### config.mk
export PLATFORM = sky130hd
export DESIGN_NAME = svm_vector_source
export DESIGN_NICKNAME = d
export VERILOG_FILES = /design/src/rtl/svm_vector_source.sv
export SDC_FILE = /design/constraint.sdc
export NUM_CORES = 1
export LEC_CHECK = 0
export CORE_MARGIN = 3
export CORE_UTILIZATION = 45
export CTS_CLUSTER_DIAMETER = 30
export DETAILED_ROUTE_END_ITERATION = 6
export SLEW_MARGIN = 20
export SYNTH_ARGS = -nofsm -noshare
export SYNTH_HDL_FRONTEND = slang
export SYNTH_SLANG_ARGS = --single-unit
### constraint.sdc
create_clock -name clk -period 5.25 [get_ports clk]
set_input_delay 1.575 -clock clk [delete_from_list [all_inputs] [get_ports clk]]
set_output_delay 1.575 -clock clk [all_outputs]
set_load 0.01 [all_outputs]
### src/rtl/svm_vector_source.sv
// Test-vector transmitter for the SVM classifier: buffers one vector from the host,
// replays it to the classifier, then returns the label tagged with a running index.
module svm_vector_source #(
   parameter int WORDS = 32,
   parameter int IDX_W = 16
) (
   input  logic             clk,
   input  logic             rst,
   input  logic [31:0]      in_data,
   input  logic             in_valid,
   output logic             in_ready,
   output logic [31:0]      test,
   output logic             test_valid,
   input  logic             test_ready,
   input  logic             label,
   input  logic             label_valid,
   output logic             label_ready,
   output logic             res_label,
   output logic [IDX_W-1:0] res_index,
   output logic             res_valid,
   input  logic             res_ready,
   output logic             busy
);
   localparam int AW = $clog2(WORDS);
   localparam logic [AW-1:0] LAST = AW'(WORDS - 1);

   typedef enum logic [1:0] {FILL, SEND, WAIT, REPORT} state_t;

   state_t        state, state_nx;
   logic [31:0]   mem [WORDS];
   logic [AW-1:0] wp, rp;
   logic          in_fire, test_fire, label_fire, res_fire;

   assign in_fire    = in_valid && in_ready;
   assign test_fire  = test_valid && test_ready;
   assign label_fire = label_valid && label_ready;
   assign res_fire   = res_valid && res_ready;

   always_ff @(posedge clk or negedge rst) begin
      if (!rst) state <= FILL;
      else      state <= state_nx;
   end

   // Handshake outputs depend on state only; inputs steer just the next state.
   always_comb begin
      state_nx    = state;
      in_ready    = 1'b0;
      test_valid  = 1'b0;
      label_ready = 1'b0;
      res_valid   = 1'b0;
      case (state)
         FILL: begin
            in_ready = 1'b1;
            if (in_valid && wp == LAST) state_nx = SEND;
         end
         SEND: begin
            test_valid = 1'b1;
            if (test_ready && rp == LAST) state_nx = WAIT;
         end
         WAIT: begin
            label_ready = 1'b1;
            if (label_valid) state_nx = REPORT;
         end
         REPORT: begin
            res_valid = 1'b1;
            if (res_ready) state_nx = FILL;
         end
         default: state_nx = FILL;
      endcase
   end

   // Pointers wrap explicitly so non-power-of-two depths work.
   always_ff @(posedge clk or negedge rst) begin
      if (!rst) begin
         wp        <= '0;
         rp        <= '0;
         res_label <= 1'b0;
         res_index <= '0;
      end else begin
         if (in_fire) begin
            if (wp == LAST) begin
               wp <= '0;
               rp <= '0;
            end else begin
               wp <= wp + AW'(1);
            end
         end
         if (test_fire) rp <= (rp == LAST) ? '0 : rp + AW'(1);
         if (label_fire) res_label <= label;
         if (res_fire) res_index <= res_index + IDX_W'(1);
      end
   end

   always_ff @(posedge clk) begin
      if (in_fire) mem[wp] <= in_data;
   end

   assign test = mem[rp];
   assign busy = !(state == FILL && wp == '0);

endmodule

==> metrics.csv <==
metric;value;unit
status;finished clean;
fin. max-slew vios;0;
Routed Antenna Nets;0;
most frequent cell on the critical path;buf_4;
Worst Tran Pin Value;1.15;ns
Core ar.;90700;sq um
Crit. End Element;output port;
worst-case headroom to the max-slew limit;0.229;
Top Ports;93;
die area;95800;sq um
pin count of the biggest net entering global routing;66;
Top delay family on crit path;buffers and inverters;
cts hold-fix bufs;0;
Area Growth Syn to Fin;22.2;%
port bufs;92;
Syn Nets;2259;
number of synthesized flops with an enable pin;1024;
starting density of the core;0.457;
wire per inst;27.9;microns
CTS tree;built;
Critical Path Source Type;register;
hpwl dp;55400;microns
Worst-Skew Late Latency;0.75;ns
Req. time, crit path;3.68;ns
Setup violations, final;0;
GP Congestion;0.758;
Initial DRT Pass Iterations;5;
fillers;6775;
synth warn;0;
Netlist cell types;43;
clk root buf;clkbuf_16;
Synth Register Bits;1053;
Post-Synthesis Cells;2207;
fmax;196;MHz
row count;110;
Lkg Pwr;17.0;nW
die width;310;microns
H-tree level count;4;
syn avg cell area;18.8;sq um
first-pass GRT wire length;153000;microns
DRT iter0 DRCs;1868;
clock skew;0.0189;ns
CP max FO;21;
top cell type's share of synthesized area;0.742;
layout cell share with drive strength beyond 1;0.192;
drt total wl;106000;microns
final hold violation count;0;
area leader, netlist;edfxtp_1;
critical path class;reg -> out;
CP cell instances;buf_4, nor4b_4, buf_4, buf_4, a22oi_1, nand4_1, nor2_1, clkdlybuf4s50_1;
critical path's slowest cell;dfrtp_2;
pre-CTS setup slack;0.560;ns
sequential-to-total area share from yosys stat;0.759;
ranking of synthesized cells by area;edfxtp_1 (74%), mux2i_1 (12%), a22oi_1 (3.7%);
critical path arrival;3.52;ns
Crit path buffers/inverters;4;
Vias per Instance;5.81;
worst setup margin;0.153;ns
minimum clock period;5.10;ns
CTS Sinks;1053;
Storage cell area;31500;sq um
total power density per cell area;536;nW/um^2
hold crit path type;reg -> reg;
number of remaining DRC errors;0;
Reg2Reg Setup Slack;2.17;ns
RSZ-0062 raised after global routing;no;
clock buffer depth;3;
Num CTS Buffers;186;
Worst path max stage delay;0.51;ns
Die H;310;microns
Synth async-reset ratio;0.0275;
worst ir drop on vdd;0.000341;V
initial antenna violation count;9;
Setup TNS Final;0;ns
most used flip-flop cell after synthesis;edfxtp_1;
area of the multi-input gates;9230;sq um
count of max-cap constraint violations;0;
GRT Util Overall;0.222;
Vias;22011;
Nets;2503;
vias in the first global route;22286;
Netlist Area Pre-Place;41500;sq um
clock slew at reported path FFs;0.05;ns
total grt overflow;0;
Final period util;0.971;
==> registers in the layout, indices dropped and copies added (netlist names) <==
| register | flops |
|---|---|
| mem | 1024 |
| rp | 5 |
| res_index | 16 |
| state | 2 |
| wp | 5 |
| res_label | 1 |
==> cell families (layout without fill, tap and decap cells) <==
family	after synthesis	in the layout	share of synthesized area
buffers and inverters	132	538	0.0247
AO/OA/AOI/OAI	271	271	0.0548
XOR/XNOR	16	16	0.00338
multiplexers	516	516	0.125
other	0	1	0
AND/OR/NAND/NOR	206	206	0.0292
flip-flops	1053	1053	0.759
adder cells (fa/ha/maj)	13	13	0.00392
==> area by class of cell <==
cell class / instances / share of cell area
clock buffers: 221 / 0.0967
well taps: 1176 / 0.0290
flip-flops and latches: 1053 / 0.621
inverters: 6 / 0.000444
multi-input cells: 1022 / 0.182
repair buffers: 182 / 0.0373
diodes: 1 / 0.0000494
clock inverters: 129 / 0.0329
==> power by group <==
| group | total [mW] | internal [mW] | switching, mW |
|---|---|---|---|
| clock | 12.4 | 8.26 | 4.09 |
| sequential | 9.63 | 9.45 | 0.184 |
| combinational | 5.18 | 2.26 | 2.92 |
==> synthesized netlist by cell type (10+ instances only) <==
| cell | instances |
|---|---|
| buf_4 | 34 |
| xnor2_1 | 13 |
| buf_6 | 35 |
| nand4_1 | 71 |
| a22oi_2 | 51 |
| nand3_1 | 10 |
| ha_1 | 13 |
| dfrtp_1 | 29 |
| edfxtp_1 | 1024 |
| nand2_1 | 20 |
| buf_2 | 37 |
| a22oi_1 | 206 |
| nor2_1 | 71 |
| mux2i_1 | 513 |
==> through the flow <==
stage	instance area [sq um]	util	instances	hold WS, ns	total power, mW
2_1_floorplan	41500	-	2207	0.508	13.1
3_3_place_gp	44100	0.486	3438	0.466	14.9
3_5_place_dp	44100	0.486	3438	0.482	15.0
4_1_cts	50700	0.559	3788	0.498	27.3
5_1_grt	50700	0.559	3789	0.525	28.1
6_report	50700	0.559	3790	0.505	27.2
==> layout by cell type (no fill, tap or decap), types with 5 or more instances in the layout <==
cell,Yosys,final
dfrtp_1,29,24
a22oi_1,206,206
clkbuf_16,0,190
inv_1,6,6
nand3_1,10,10
clkbuf_1,4,28
clkinv_2,0,21
nand3b_1,5,5
a22oi_2,51,51
mux2i_1,513,513
o21ai_0,8,8
inv_6,0,12
clkinv_1,0,28
nor2_1,71,39
nor2_4,0,32
ha_1,13,13
xnor2_1,13,13
clkinv_4,0,14
buf_12,3,25
edfxtp_1,1024,1024
bufinv_16,0,32
clkinvlp_4,0,15
buf_4,34,64
nand2_1,20,20
buf_2,37,8
nand4_1,71,71
clkdlybuf4s50_1,0,84
==> layer usage <==
| metal | vias to the layer above | part of all wire | global-route usage | routed length (microns) |
|---|---|---|---|---|
| met5 | - | 0 | 0 | 0 |
| met4 | 0 | 0.023 | 0.0689 | 2430 |
| met3 | 181 | 0.073 | 0.0434 | 7710 |
| met2 | 842 | 0.47 | 0.349 | 50100 |
| met1 | 11463 | 0.43 | 0.315 | 45300 |
| li1 | 9525 | - | - | - |
==> worst paths after layout <==
path | start | end | depth (start not counted)
worst min-delay path | res_index[15] | res_index[15] | 1
worst max-delay path | rp[3] | test[4] | 8
worst max register to register | state[0] | mem[26][8] | 6
max in group asynchronous | rst | rp[1] | 2
min in group asynchronous | rst | state[1] | 2
worst min register to register | res_index[15] | res_index[15] | 1
==> repair_timing <==
action | in CTS | in global routing
setup endpoints to repair | 32 | 9
gates resized for setup | 5 | 4
buffers inserted | 0 | 1
gates cloned | 0 | 0
Note: power is estimated with default switching activity, not from simulation.
